[src/rtl/branch_resolve_queue.sv]
// In-order branch resolution queue: holds fetch predictions, checks them against
// execute outcomes, emits branch lookup table updates and misprediction redirects.
module branch_resolve_queue #(
    parameter int ADDR_WIDTH = 32,
    parameter int DEPTH      = 8,
    parameter int DEPTH_LOG2 = 3,
    parameter int CNT_WIDTH  = 32,
    parameter int PC_INC     = 1
) (
    input  logic                  clk,
    input  logic                  reset,
    input  logic                  i_push,
    input  logic [ADDR_WIDTH-1:0] i_push_pc,
    input  logic                  i_push_pred_taken,
    input  logic [ADDR_WIDTH-1:0] i_push_pred_target,
    output logic                  o_full,
    output logic                  o_empty,
    output logic [DEPTH_LOG2:0]   o_count,
    input  logic                  i_resolve,
    input  logic                  i_resolve_taken,
    input  logic [ADDR_WIDTH-1:0] i_resolve_target,
    output logic                  o_blt_write,
    output logic [ADDR_WIDTH-1:0] o_blt_write_key,
    output logic [ADDR_WIDTH-1:0] o_blt_write_val,
    output logic                  o_blt_hit,
    output logic                  o_mispredict,
    output logic [ADDR_WIDTH-1:0] o_redirect_pc,
    output logic                  o_overflow,
    output logic                  o_underflow,
    output logic [CNT_WIDTH-1:0]  o_resolve_cnt,
    output logic [CNT_WIDTH-1:0]  o_mispredict_cnt
);

    typedef struct packed {
        logic [ADDR_WIDTH-1:0] pc;
        logic                  pred_taken;
        logic [ADDR_WIDTH-1:0] pred_target;
    } entry_t;

    localparam logic [DEPTH_LOG2:0] FULL_CNT = (DEPTH_LOG2+1)'(DEPTH);

    entry_t                r_mem [DEPTH];
    logic [DEPTH_LOG2-1:0] r_rd, r_wr;
    logic [DEPTH_LOG2:0]   r_count;

    logic                  r_blt_write, r_blt_hit, r_mispredict;
    logic [ADDR_WIDTH-1:0] r_blt_key, r_blt_val, r_redirect_pc;
    logic                  r_overflow, r_underflow;
    logic [CNT_WIDTH-1:0]  r_resolve_cnt, r_mispredict_cnt;

    entry_t                w_head;
    logic                  w_full, w_empty, w_pop, w_mis, w_push_ok;
    logic [DEPTH_LOG2:0]   w_count_nxt;

    assign w_full  = (r_count == FULL_CNT);
    assign w_empty = (r_count == '0);
    assign w_head  = r_mem[r_rd];
    assign w_pop   = i_resolve & ~w_empty;
    assign w_mis   = w_pop & ((w_head.pred_taken != i_resolve_taken) |
                              (i_resolve_taken & (w_head.pred_target != i_resolve_target)));
    // A pop in the same cycle frees the slot, so a full queue still accepts the push;
    // a mispredict makes any same-cycle push wrong-path.
    assign w_push_ok = i_push & ~w_mis & (~w_full | w_pop);

    always_comb begin
        w_count_nxt = r_count;
        if (w_mis)
            w_count_nxt = '0;
        else if (w_push_ok & ~w_pop)
            w_count_nxt = r_count + (DEPTH_LOG2+1)'(1);
        else if (~w_push_ok & w_pop)
            w_count_nxt = r_count - (DEPTH_LOG2+1)'(1);
    end

    always_ff @(posedge clk) begin
        if (w_push_ok & ~reset)
            r_mem[r_wr] <= '{pc: i_push_pc, pred_taken: i_push_pred_taken,
                             pred_target: i_push_pred_target};
    end

    always_ff @(posedge clk) begin
        if (reset) begin
            r_rd    <= '0;
            r_wr    <= '0;
            r_count <= '0;
        end else begin
            r_count <= w_count_nxt;
            if (w_push_ok)
                r_wr <= r_wr + DEPTH_LOG2'(1);
            if (w_mis)
                r_rd <= r_wr;
            else if (w_pop)
                r_rd <= r_rd + DEPTH_LOG2'(1);
        end
    end

    always_ff @(posedge clk) begin
        if (reset) begin
            r_blt_write      <= 1'b0;
            r_blt_key        <= '0;
            r_blt_val        <= '0;
            r_blt_hit        <= 1'b0;
            r_mispredict     <= 1'b0;
            r_redirect_pc    <= '0;
            r_overflow       <= 1'b0;
            r_underflow      <= 1'b0;
            r_resolve_cnt    <= '0;
            r_mispredict_cnt <= '0;
        end else begin
            r_blt_write  <= w_pop;
            r_mispredict <= w_mis;
            if (w_pop) begin
                r_blt_key     <= w_head.pc;
                r_blt_val     <= i_resolve_target;
                r_blt_hit     <= i_resolve_taken;
                r_redirect_pc <= i_resolve_taken ? i_resolve_target
                                                 : w_head.pc + ADDR_WIDTH'(PC_INC);
                if (r_resolve_cnt != '1)
                    r_resolve_cnt <= r_resolve_cnt + CNT_WIDTH'(1);
            end
            if (w_mis && r_mispredict_cnt != '1)
                r_mispredict_cnt <= r_mispredict_cnt + CNT_WIDTH'(1);
            if (i_push & w_full & ~w_pop)
                r_overflow <= 1'b1;
            if (i_resolve & w_empty)
                r_underflow <= 1'b1;
        end
    end

    assign o_full           = w_full;
    assign o_empty          = w_empty;
    assign o_count          = r_count;
    assign o_blt_write      = r_blt_write;
    assign o_blt_write_key  = r_blt_key;
    assign o_blt_write_val  = r_blt_val;
    assign o_blt_hit        = r_blt_hit;
    assign o_mispredict     = r_mispredict;
    assign o_redirect_pc    = r_redirect_pc;
    assign o_overflow       = r_overflow;
    assign o_underflow      = r_underflow;
    assign o_resolve_cnt    = r_resolve_cnt;
    assign o_mispredict_cnt = r_mispredict_cnt;

endmodule

[config.mk]
export PLATFORM = sky130hd
export DESIGN_NAME = branch_resolve_queue
export DESIGN_NICKNAME = d
export VERILOG_FILES = /design/src/rtl/branch_resolve_queue.sv
export SDC_FILE = /design/constraint.sdc
export NUM_CORES = 1
export LEC_CHECK = 0
export BUFFER_PORTS_ARGS = -buffer_cell sky130_fd_sc_hd__buf_2
export CORE_MARGIN = 10
export CORE_UTILIZATION = 53
export CTS_CLUSTER_DIAMETER = 50
export CTS_CLUSTER_SIZE = 14
export DETAILED_ROUTE_END_ITERATION = 10
export GPL_ROUTABILITY_DRIVEN = 0
export GPL_TIMING_DRIVEN = 0
export PLACE_DENSITY = 0.75
export RECOVER_POWER = 100
export SLEW_MARGIN = 30
export SYNTH_ARGS = -nofsm -noshare
export SYNTH_HDL_FRONTEND = slang
export SYNTH_SLANG_ARGS = --single-unit
[constraint.sdc]
create_clock -name clk -period 10.9 [get_ports clk]
set_clock_uncertainty 0.2 [all_clocks]
set_input_delay 0.545 -clock clk [delete_from_list [all_inputs] [get_ports clk]]
set_output_delay 0.545 -clock clk [all_outputs]
set_load 0.02 [all_outputs]
# Yosys cells after proc, flatten, opt, wreduce, memory -nomap -nowiden

Memory sizes are Yosys's and may differ from the RTL's. A register that Yosys moved wholly into a read port is not among the register bits.
Index checks and enable logic that the tools add are counted.

Equal/unequal tests: 5
Divide/modulo/power cells: 0
Muxes and demuxes: 9
Multiply operators: 0
Reduce and logical (&&, ||, !) cells: 6
$lt $le $gt $ge: 0
$add $sub $neg: 7
Bitwise gates (word level): 19
Shift-type cells: 0

Operator list:

| kind                                             | count |
|---|---|
| adder 32 x 1 -> 32 bit, second input constant    | 3 |
| inequality test 32 bit, second input constant    | 2 |
| 2-to-1 mux 32 bit                                | 1 |
| inequality test 32 bit                           | 1 |
| 2-to-1 mux 3 bit                                 | 4 |
| bitwise AND 1 bit                                | 11 |
| 2-to-1 mux 4 bit                                 | 2 |
| adder 3 x 1 -> 3 bit, second input constant      | 2 |
| NOT 1 bit                                        | 6 |
| adder 4 x 1 -> 4 bit, second input constant      | 1 |
| == test 4 bit, second input constant             | 1 |
| logical NOT 4 bit                                | 1 |
| nonzero test 2 bit                               | 2 |
| subtractor 4 x 1 -> 4 bit, second input constant | 1 |
| 2-to-1 mux 1 bit                                 | 2 |
| OR 1 bit                                         | 2 |
| AND reduction 2 bit                              | 1 |
| OR reduction 2 bit                               | 1 |
| logical AND 1 bit                                | 1 |
| inequality test 1 bit                            | 1 |

Word-level logic and storage cells: 60
Latch bits: 0
Memories kept: 1
RAM bits: 520
Input port bits: 102
Memory bits (read-only): 0
Register bits: 175
Output and inout port bits: 171

Memories:

| name  | words | bits a word | read ports | clocked after Yosys merged registers in | write ports | line | source |
|---|---|---|---|---|---|---|---|
| r_mem | 8     | 65          | 1          | 1                                       | 1           | 42   | `entry_t r_mem [DEPTH];` |

# Logic depth before layout (Yosys ltp)

Word-level depth: 11
Depth in mapped cells: 23
Mapped depth without buffers: 18

# Worst setup path before layout

OpenSTA, ideal clock, no wires.

Kind: register -> register
Start: register with a tool-made name
End: memory r_mem[0][0] in the netlist's numbering (enable)
Slack: 678 ps
Setup time: 672 ps
Data required time: 10,028 ps
Data arrival time: 9,350 ps
Clock period less this slack: 10,222 ps
Cell stages (with the launch flop): 14
Buffers on the path: 4
Cell sequence: dfxtp_1 > buf_6 > buf_6 > mux4_2 > mux2i_1 > xnor2_1 > nor4_1 > nand4_1 > or4_1 > buf_2 > nand2_4 > nand2b_1 > buf_6 > nor4b_1

RTL lines:

| element          | line |
|---|---|
| end: declaration | 42 |

==> summary.txt <==
Flow run
  • Max-cap violations: 0

Die
  • CORE AREA: 0.0524 mm²
  • Rows: 84
  • IO Count: 273
  • Die area: approximately 0.063 mm²
  • Die Ht: approximately 250 µm
  • Initial core utilization: 53.5%
  • Die width: 250 µm

Pwr
  • VDD IR max: roughly 130 µV
  • Power Density: 232 mW/mm²
  • Leakage: 0.0105 µW

Synth
  • Most frequent cells after synthesis: edfxtp_1, dfxtp_1, nor2_1, nand2_1, mux4_2
  • Yosys top cell by area: edfxtp_1
  • Mapped Cells: 1805
  • Main synth FF type: edfxtp_1
  • Avg Inst Size Synth: 15.5 µm²
  • Post-synth top area share: 55.7%
  • Yosys reg bits: 698
  • Most common cell in the synthesized netlist: edfxtp_1
  • Post-synth EDFFs: 520
  • Largest cells by area after synthesis: edfxtp_1, dfxtp_1, mux4_2
  • Async SR Flop Fraction: 0%
  • Yosys cell types: 70
  • Yosys warning count: 0
  • Mapped Nets: approximately 1900
  • Synth Cell Area: 0.0280 mm²
  • Post-synthesis sequential area ratio: 68.4%

Routing
  • Pre-antenna DRT Iters: 6
  • DRT antenna net count: 0
  • Post-detailed-routing wire length: 79.9 mm
  • DRC viols: 0
  • 1st-iter DRT viols: 1978
  • Vias per inst: 6.02
  • WL per Instance: 26.1 µm
  • Vias post-DR: about 18000

Critical path
  • Crit path arrival time: 8.41 ns
  • Most frequent CP cell: clkbuf_1
  • Critical path class: flip-flop to flip-flop
  • Crit-path leading delay family: buffers and inverters
  • CP cell instances: clkbuf_1 > clkbuf_1 > clkbuf_1 > mux2i_1 > xnor2_1 > nor4_1 > nand4_1 > or4_1 > clkbuf_1 > nand2_1 > nand2b_1 > clkbuf_1 > nor3_1 > clkbuf_1 > clkbuf_1 > clkbuf_1 > buf_4
  • Worst Setup End Kind: flip-flop
  • Register-to-register setup slack: 2.60 ns
  • CP max stage cell: nor3_1
  • Startpoint types: flip-flop
  • CP bufs+invs: 9
  • Max incr delay on CP: around 1.2 ns
  • Data required time of the worst path: 11.01 ns
  • Max FO, Critical Path: 10

Clock network
  • Deepest level of the CTS H-tree: 3
  • # Post-CTS Setup Buffers: 0
  • Clk Latency, worst-skew pair: about 0.63 ns
  • Clock Sink Count: 698
  • Clock buffer count from CTS: between 60 and 70
  • Root Driver: clkbuf_16
  • CTS tree: yes
  • Clock tree buffer depth: 3
  • Clk pin slew, worst setup/hold paths: 0.07 ns
  • Post-CTS Hold Fix Bufs: 51
  • Post-CTS Resized: 0

Cells and area
  • Fill cells: 3878
  • Multi-input logic area: 0.00819 mm²
  • Finished Layout Cells: 3058
  • FF+latch area: 0.0192 mm²
  • Share of post-route cells with drive strength above 1: 12.6%
  • Final nets: 2423
  • Area grow syn2layout: 17.8%

Timing
  • Setup-failing EPs final: 0
  • Relative slew slack: 4.88%
  • Final worst setup slack: 2.60 ns
  • Worst hold slack: 0.0416 ns
  • Final Hold Viols: 0
  • Max Slew Vio Count: 0
  • Maximum clock rate: 121 MHz
  • RSZ-0062 raised after global routing: false
  • Minimum clock period: around 8.3 ns
  • Final cycle utilization of the critical path: 76.1%
  • Worst slew pin tran: 1.42 ns

Placement
  • Port-buffer cells: around 270
  • DP Worst Slack: 4.81 ns
  • Dpl cells: 2878
  • Dpl hpwl: a little under 60 mm

Global routing
  • First-pass GRT wire length: 118 mm
  • Number of global-route vias before repair: 18471
  • Pin count of the biggest net entering global routing: 16
  • Total GRT Usage: 25.0%
  • Initial antenna violation count: 10
  • Global route total overflow: 0

Run status
  • Outcome: finished, final reports clean

Worst hold path
  • Tightest Hold Check Type: input port to flip-flop
[flip-flops by register name, indices dropped and copies added, names as in the netlist, named ones only]
register,count
o_blt_write,1
o_overflow,1
o_blt_hit,1
r_rd,3
r_wr,3
o_blt_write_key,32
o_underflow,1
o_count,4
o_mispredict_cnt,32
o_redirect_pc,32
o_blt_write_val,32
o_mispredict,1
r_mem,520
o_resolve_cnt,32
[layout by cell type (no fill, tap or decap), types with 14 or more instances in the layout]
cell           instances
nor2_1               151
xor2_1                46
buf_2                 41
clkbuf_1             439
and3_1                14
dfxtp_1              178
a211oi_1              42
nor4_1                17
nor2b_1               24
edfxtp_1             520
o21ai_0               29
nor3_1                24
a21oi_1               71
nand3_1               20
mux2i_1               94
mux4_2               109
nand4_1               22
xnor2_1               46
nand2_1              128
dlygate4sd3_1         51
clkbuf_16             73
mux2_2                17
[per-layer routing]
| metal | global-route usage (%) | up-vias | part of all wire [%] |
|---|---|---|---|
| met5 | 0 | - | 0.043 |
| met4 | 10.4 | 6 | 3.7 |
| met3 | 7.37 | 165 | 11 |
| met2 | 39.1 | 1066 | 47 |
| met1 | 32.1 | 9222 | 38 |
| li1 | - | 7965 | - |
[stage by stage]
step | power, µW | util [%] | setup TNS, ns | instance area (µm²)
2_1_floorplan | 4650 | - | 0 | 28000
3_3_place_gp | 5350 | 57.7 | -2777.17 | 30300
3_5_place_dp | 5390 | 59.2 | 0 | 31100
4_1_cts | 7740 | 64.4 | 0 | 33800
5_1_grt | 7970 | 63.0 | 0 | 33100
6_report | 7670 | 63.0 | 0 | 33100
[worst register-to-register path: stages (launching register included)]
cell and delay, ns:
dfxtp_1 0.47, clkbuf_1 0.54, clkbuf_1 0.63, clkbuf_1 0.88
mux2i_1 0.31, xnor2_1 0.12, nor4_1 0.35, nand4_1 0.22
or4_1 0.64, clkbuf_1 0.25, nand2_1 0.29, nand2b_1 0.09
clkbuf_1 0.22, nor3_1 1.16, clkbuf_1 0.45, clkbuf_1 0.49
clkbuf_1 0.44, buf_4 0.25
[logic make-up after synthesis]
| logic type | after synthesis | share of synthesized area [%] |
|---|---|---|
| AOI/OAI and AO/OA | 191 | 4.30 |
| xor gates and xnor gates | 92 | 2.87 |
| adders and majority gates | 9 | 0.428 |
| buffers and inverters | 113 | 2.30 |
| DFF | 698 | 68.4 |
| muxes | 229 | 13.4 |
| and+or+nand+nor | 473 | 8.30 |
[area by class of cell]
| type | instances | share of cell area, % |
|---|---|---|
| Tap cell | 688 | 2.60 |
| Sequential cell | 698 | 58.0 |
| Clock buffer | 94 | 5.80 |
| Antenna cell | 7 | 0.0530 |
| Clock inverter | 28 | 0.878 |
| Inverter | 13 | 0.151 |
| Timing Repair Buffer | 436 | 6.06 |
| Multi-Input combinational cell | 994 | 24.8 |
| Buffer | 100 | 1.66 |
[power by group]
group          internal [µW]  switching [µW]
clock network           1330            1030
registers               3060             133
logic                    777            1350
[path summary, 6_finish.rpt]
path / startpoint / end / cells past startpoint
worst min-delay path: i_resolve_target[0] / o_blt_write_val[0] / 3
worst max-delay path: flip-flop / r_mem[7][27] / 17
worst max register to register: flip-flop / r_mem[7][27] / 17
worst min register to register: o_blt_write_val[5] / o_blt_write_val[5] / 2
No activity file was read; power rests on OpenSTA's default activity.
